==> config.mk <==
export PLATFORM = sky130hd
export DESIGN_NAME = stream_stats_flat
export DESIGN_NICKNAME = d
export VERILOG_FILES = /design/src/rtl/stream_stats_if.sv /design/src/rtl/stream_stats.sv /design/src/flat_wrapper.sv
export SDC_FILE = /design/constraint.sdc
export NUM_CORES = 2
export LEC_CHECK = 0
export CAP_MARGIN = 30
export CORE_AREA = 2 2 181 317
export DETAILED_ROUTE_END_ITERATION = 8
export DIE_AREA = 0 0 183 319
export GPL_TIMING_DRIVEN = 0
export PLACE_DENSITY = 0.86
export SLEW_MARGIN = 20
export SYNTH_ARGS = -nofsm -noshare
export SYNTH_HDL_FRONTEND = slang
export SYNTH_SLANG_ARGS = --single-unit
==> constraint.sdc <==
create_clock -name clk -period 14.56 [get_ports clk]
set_clock_uncertainty 0.2 [all_clocks]
set_input_delay 3.64 -clock clk [delete_from_list [all_inputs] [get_ports clk]]
set_output_delay 3.64 -clock clk [all_outputs]
set_load 0.01 [all_outputs]
==> src/rtl/stream_stats_if.sv <==
// rtl/stream_stats_if.sv - sample-in / statistics-out handshake bundle for stream_stats
//
// Purpose: groups the sample input channel and the frame-result output channel.
// Ports (signals):
//   in_valid / in_ready / in_data : sample handshake, signed W-bit samples
//   out_valid / out_ready         : frame result handshake
//   out_min / out_max / out_mean  : signed W-bit frame min, max, floor mean
//   out_var                       : unsigned 2W-bit floor population variance
// Modports: master = sample source / result consumer, slave = stream_stats.
interface stream_stats_if #(
  parameter int W        = 16,
  parameter int LOG2_LEN = 3
);
  logic                  in_valid;
  logic                  in_ready;
  logic signed [W-1:0]   in_data;
  logic                  out_valid;
  logic                  out_ready;
  logic signed [W-1:0]   out_min;
  logic signed [W-1:0]   out_max;
  logic signed [W-1:0]   out_mean;
  logic [2*W-1:0]        out_var;

  modport master (
    output in_valid, in_data, out_ready,
    input  in_ready, out_valid, out_min, out_max, out_mean, out_var
  );

  modport slave (
    input  in_valid, in_data, out_ready,
    output in_ready, out_valid, out_min, out_max, out_mean, out_var
  );
endinterface

==> src/rtl/stream_stats.sv <==
// rtl/stream_stats.sv - framed streaming min/max/mean/variance unit
//
// Purpose: accepts 2^LOG2_LEN signed samples per frame, then produces min, max,
// floor mean and exact floor population variance, held until consumed.
// Ports:
//   clk   : clock, all state on rising edge
//   rst   : asynchronous active-high reset
//   clear : synchronous frame abort (results hold, accumulators restart)
//   s     : stream_stats_if.slave (sample in, statistics out)
module stream_stats #(
  parameter int W        = 16,
  parameter int LOG2_LEN = 3
) (
  input  logic          clk,
  input  logic          rst,
  input  logic          clear,
  stream_stats_if.slave s
);

  localparam int SW = W + LOG2_LEN;          // running sum width
  localparam int QW = 2 * W + LOG2_LEN;      // running sum of squares width
  localparam int PW = 2 * W + 2 * LOG2_LEN;  // squared-sum width

  localparam logic signed [W-1:0] MIN_INIT = {1'b0, {(W-1){1'b1}}};
  localparam logic signed [W-1:0] MAX_INIT = {1'b1, {(W-1){1'b0}}};

  typedef enum logic [1:0] {S_ACC, S_SQ, S_VAR, S_DONE} state_t;

  state_t                state_q, state_d;
  logic [LOG2_LEN-1:0]   cnt_q, cnt_d;
  logic signed [SW-1:0]  sum_q, sum_d;
  logic [QW-1:0]         sumsq_q, sumsq_d;
  logic signed [W-1:0]   run_min_q, run_min_d;
  logic signed [W-1:0]   run_max_q, run_max_d;
  logic [PW-1:0]         sq_q, sq_d;
  logic                  out_valid_q, out_valid_d;
  logic signed [W-1:0]   res_min_q, res_min_d;
  logic signed [W-1:0]   res_max_q, res_max_d;
  logic signed [W-1:0]   res_mean_q, res_mean_d;
  logic [2*W-1:0]        res_var_q, res_var_d;

  logic signed [W-1:0]   x;
  logic signed [2*W-1:0] x_ext;
  logic [2*W-1:0]        x_sq;
  logic signed [PW-1:0]  sum_ext;
  logic [PW-1:0]         diff;

  assign x       = s.in_data;
  assign x_ext   = (2*W)'(x);
  // x*x is never negative, so the signed product reinterprets cleanly
  assign x_sq    = $unsigned(x_ext * x_ext);
  assign sum_ext = PW'(sum_q);
  // LEN*sumsq - sum^2 is LEN^2 times the population variance, always >= 0
  assign diff    = {sumsq_q, {LOG2_LEN{1'b0}}} - sq_q;

  assign s.in_ready  = (state_q == S_ACC);
  assign s.out_valid = out_valid_q;
  assign s.out_min   = res_min_q;
  assign s.out_max   = res_max_q;
  assign s.out_mean  = res_mean_q;
  assign s.out_var   = res_var_q;

  always_ff @(posedge clk or posedge rst) begin
    if (rst) begin
      state_q     <= S_ACC;
      cnt_q       <= '0;
      sum_q       <= '0;
      sumsq_q     <= '0;
      run_min_q   <= MIN_INIT;
      run_max_q   <= MAX_INIT;
      sq_q        <= '0;
      out_valid_q <= 1'b0;
      res_min_q   <= '0;
      res_max_q   <= '0;
      res_mean_q  <= '0;
      res_var_q   <= '0;
    end else begin
      state_q     <= state_d;
      cnt_q       <= cnt_d;
      sum_q       <= sum_d;
      sumsq_q     <= sumsq_d;
      run_min_q   <= run_min_d;
      run_max_q   <= run_max_d;
      sq_q        <= sq_d;
      out_valid_q <= out_valid_d;
      res_min_q   <= res_min_d;
      res_max_q   <= res_max_d;
      res_mean_q  <= res_mean_d;
      res_var_q   <= res_var_d;
    end
  end

  always_comb begin
    state_d     = state_q;
    cnt_d       = cnt_q;
    sum_d       = sum_q;
    sumsq_d     = sumsq_q;
    run_min_d   = run_min_q;
    run_max_d   = run_max_q;
    sq_d        = sq_q;
    out_valid_d = out_valid_q;
    res_min_d   = res_min_q;
    res_max_d   = res_max_q;
    res_mean_d  = res_mean_q;
    res_var_d   = res_var_q;

    if (clear) begin
      // abort wins over any accept or handshake in the same cycle
      state_d     = S_ACC;
      cnt_d       = '0;
      sum_d       = '0;
      sumsq_d     = '0;
      run_min_d   = MIN_INIT;
      run_max_d   = MAX_INIT;
      out_valid_d = 1'b0;
    end else begin
      case (state_q)
        S_ACC: begin
          if (s.in_valid) begin
            sum_d   = sum_q + SW'(x);
            sumsq_d = sumsq_q + QW'(x_sq);
            if (x < run_min_q) run_min_d = x;
            if (x > run_max_q) run_max_d = x;
            cnt_d = cnt_q + LOG2_LEN'(1);
            // counter wraps to zero on the LEN-th sample
            if (&cnt_q) state_d = S_SQ;
          end
        end
        S_SQ: begin
          sq_d    = $unsigned(sum_ext * sum_ext);
          state_d = S_VAR;
        end
        S_VAR: begin
          res_var_d   = (2*W)'(diff >> (2 * LOG2_LEN));
          res_mean_d  = W'(sum_q >>> LOG2_LEN);
          res_min_d   = run_min_q;
          res_max_d   = run_max_q;
          out_valid_d = 1'b1;
          state_d     = S_DONE;
        end
        S_DONE: begin
          if (s.out_ready) begin
            out_valid_d = 1'b0;
            cnt_d       = '0;
            sum_d       = '0;
            sumsq_d     = '0;
            run_min_d   = MIN_INIT;
            run_max_d   = MAX_INIT;
            state_d     = S_ACC;
          end
        end
        default: state_d = S_ACC;
      endcase
    end
  end

endmodule
==> src/flat_wrapper.sv <==
// flat-port wrapper written by rule: the top's interface ports become plain ports
module stream_stats_flat 
#(
  parameter int W        = 16,
  parameter int LOG2_LEN = 3
)
  (clk, rst, clear, s_in_valid, s_in_data, s_out_ready, s_in_ready, s_out_valid, s_out_min, s_out_max, s_out_mean, s_out_var);
  stream_stats_if #(.W(W), .LOG2_LEN(LOG2_LEN)) s_i ();
  input  logic clk;
  input  logic rst;
  input  logic clear;
  input wire logic [$bits(s_i.in_valid)-1:0] s_in_valid;
  input wire logic [$bits(s_i.in_data)-1:0] s_in_data;
  input wire logic [$bits(s_i.out_ready)-1:0] s_out_ready;
  output wire logic [$bits(s_i.in_ready)-1:0] s_in_ready;
  output wire logic [$bits(s_i.out_valid)-1:0] s_out_valid;
  output wire logic [$bits(s_i.out_min)-1:0] s_out_min;
  output wire logic [$bits(s_i.out_max)-1:0] s_out_max;
  output wire logic [$bits(s_i.out_mean)-1:0] s_out_mean;
  output wire logic [$bits(s_i.out_var)-1:0] s_out_var;
  assign s_i.in_valid = s_in_valid;
  assign s_i.in_data = s_in_data;
  assign s_i.out_ready = s_out_ready;
  assign s_in_ready = s_i.in_ready;
  assign s_out_valid = s_i.out_valid;
  assign s_out_min = s_i.out_min;
  assign s_out_max = s_i.out_max;
  assign s_out_mean = s_i.out_mean;
  assign s_out_var = s_i.out_var;
  stream_stats #(.W(W), .LOG2_LEN(LOG2_LEN)) u_core (.clk(clk), .rst(rst), .clear(clear), .s(s_i));
endmodule
==> results_dict.tcl <==
set metrics [dict create \
    rows 115 \
    finalHoldViolations 0 \
    cts_root_buf "clkbuf_16" \
    most-common-layout-cells "inv_1 (798), fa_1 (573), nand2_1 (405)" \
    first_pass_iters 6 \
    min_to "u_core.s.out_min[2]" \
    min_path_type "register to register" \
    cts_buffer_depth 3 \
    relSlewSlack 0.2768 \
    critical_path_arrival_ns 13.39 \
    start_util 0.5944 \
    synthesis.area_um2 33180 \
    setup_tns_ns 0 \
    synthArstFlopShare 1.000 \
    grt_max_degree 93 \
    cp_data_required_time_ns 14.72 \
    syn_area_per_cell_um2 9.287 \
    drt_iter0_drc 1910 \
    pin_count 103 \
    num_vias 26610 \
    grt_pass1_wl_um 157100 \
    max_stage_delay_ns 0.85 \
    antenna_found_initial 2 \
    crit_path_end_kind "register" \
    fillers 4347 \
    coreArea_um2 55830 \
    hold_start "u_core.s.out_min[2]" \
    synth_edf_count 0 \
    gp_congestion 1.004 \
    synth_warnings 0 \
    drive_gt1_frac 0.02612 \
    track_usage 0.3577 \
    cp_max_fo 10 \
    path_common_cell "fa_1" \
    ys_seq_area_frac 0.1582 \
    regToRegStartpoint "u_core.sum_q[18]" \
    setup_viol 0 \
    status "complete, no violations" \
    slew_viol_final 0 \
    avgViaCountPerCell 6.024 \
    ctsResizeCount 0 \
    ys_ff_latch 209 \
    maxCapViolCount 0 \
    fmax_mhz 75.57 \
    cts_sinks 209 \
    areaGrowthSynthToFinish_pct 7.854 \
    fp.dieW_um 183 \
    slowest_stage "fa_1" \
    synth_cell_types 81 \
    numCtsBuffers 20 \
    die_h_um 319 \
    syn_inst 3573 \
    yosys_most_used_dff "dfrtp_1" \
    clk_pin_slew_worst_paths_ns 0.07 \
    r2r_cells 20 \
    drcViolationCount 0 \
    seq_area_um2 5250 \
    cp-start-kind "input pin" \
    drt_wl_total_um 99640 \
    first_global_vias 29750 \
    clk_latency_ns 0.54 \
    dp_hpwl_um 81670 \
    dieArea_um2 58380 \
    reg2reg_slack_ns 5.57 \
    path_class "input pin to register" \
    postCtsHoldBufs 0 \
    rsz0062_at_grt "no" \
    post-route-min-period_ns 13.23 \
    final.period_utilization 0.9089 \
    avgRoutedWirePerCell_um 22.56 \
    hold_path_depth 2 \
    final_common_cell "inv_1" \
    worst_pin_slew_ns 1.085 \
    cts_htree_levels 1 \
    regToRegEndpoint "u_core.sq_q[33]" \
    nNetsFinal 4624 \
    grt-ovfl-total 0 \
    synth_nets 4497 \
    multiInputGateArea_um2 24510 \
    ant_nets 0 \
    cts_setup_buffers 0 \
    cts_tree "done" \
    io_buffers 102 \
]
cell type report:
type                    count  area share
inverters                 805     0.08464
well taps                 702     0.02454
plain buffers             107     0.01129
multi-input cells        2452      0.6848
clock inverters             9    0.002342
repair buffers            105     0.03038
diodes                      2   0.0001398
flip-flops and latches    209      0.1467
clock buffers              26     0.01521
logic make-up (layout without fill, tap and decap cells):
family	Yosys count	in the layout	synth area share
AND/OR/NAND/NOR	830	830	0.1163
other	0	2	0
adder cells (fa/ha/maj)	903	903	0.4701
multiplexers	8	8	0.002564
flip-flops	209	209	0.1582
buffers and inverters	912	1052	0.1032
AO/OA/AOI/OAI	558	558	0.1092
XOR/XNOR	153	153	0.04038
metrics by stage:
step / worst slack [ns] / util / hold WS [ns] / instance area [um2] / std cells
after global placement: 1.069 / 0.6284 / 0.2597 / 35080 / 4377
after global routing: 0.9403 / 0.6410 / 0.3041 / 35790 / 4416
final: 1.327 / 0.6411 / 0.2820 / 35790 / 4417
after CTS: 1.506 / 0.6408 / 0.2844 / 35770 / 4414
after floorplan: 3.217 / - / 0.2471 / 33180 / 3573
after detailed placement: 0.9980 / 0.6295 / 0.2689 / 35150 / 4379
critical path: cells and delay by family:
kind	cells	cell delay (ns)
buffers and inverters	8	2.57
AND/OR/NAND/NOR	4	0.84
XOR/XNOR	2	0.37
adder cells (fa/ha/maj)	8	4.04
AO/OA/AOI/OAI	10	1.92
metal layers:
layer	wire length, um	GRT usage	up-vias
met5	7	0	-
met3	6737	0.06372	734
met1	28660	0.3305	13110
met2	50240	0.6228	1323
li1	-	-	11440
met4	13990	0.3924	2
worst max path at each step:
stage | startpoint | to | slack, ns | depth (start not counted)
finish | s_in_data[5] | u_core.sumsq_q[31] | 1.33 | 32
global route | s_in_data[15] | u_core.sumsq_q[31] | 0.94 | 32
CTS | s_in_data[15] | u_core.sumsq_q[31] | 1.51 | 32
detailed placement | s_in_data[15] | u_core.sumsq_q[31] | 1.0 | 32
global placement | s_in_data[15] | u_core.sumsq_q[33] | 1.07 | 32
floorplan | s_in_data[15] | u_core.sumsq_q[31] | 3.22 | 31
cells in the mapped netlist (all sizes together), types with 4 or more instances:
library cell / number / area (um2)
o21ai: 189 / 949.7
a211oi: 13 / 97.59
and3: 26 / 167.7
o221ai: 4 / 41.29
o31ai: 12 / 95.09
mux2i: 4 / 40.04
a31o: 12 / 113.9
nor3b: 5 / 42.54
or2: 10 / 62.56
a22oi: 5 / 42.54
nor3: 31 / 155.2
o22ai: 12 / 75.07
and2: 108 / 679.4
a21oi: 112 / 568.1
ha: 330 / 4129
inv: 799 / 2999
nand2b: 36 / 225.2
nand2: 405 / 1520
dfstp: 16 / 420.4
nand4: 18 / 112.6
o21bai: 24 / 180.2
a211o: 7 / 61.31
nor4: 5 / 31.28
xor2: 57 / 499.2
buf: 9 / 36.29
a2111oi: 6 / 102.6
mux2: 4 / 45.04
fa: 573 / 11470
o21a: 19 / 142.6
a22o: 22 / 192.7
nor2: 113 / 424.2
nand3: 37 / 185.2
nor2b: 16 / 100.1
clkinv: 6 / 22.52
o22a: 16 / 140.1
a21o: 52 / 391.6
xnor2: 96 / 840.8
o211ai: 6 / 50.05
or3: 9 / 56.30
a31oi: 20 / 125.1
dfrtp: 193 / 4830
clkbuf: 98 / 367.9
flip-flops by register name, summed over array words and instances, names as in the netlist:
name                count
u_core.cnt_q            3
u_core.run_max_q       16
u_core.run_min_q       16
u_core.s.out_max       16
u_core.s.out_mean      16
u_core.s.out_min       16
u_core.s.out_valid      1
u_core.s.out_var       32
u_core.sq_q            37
u_core.state_q          2
u_core.sum_q           19
u_core.sumsq_q         35
Power is not shown: default switching activity piles up to over one toggle a cycle in this logic, so the estimate is an artifact.
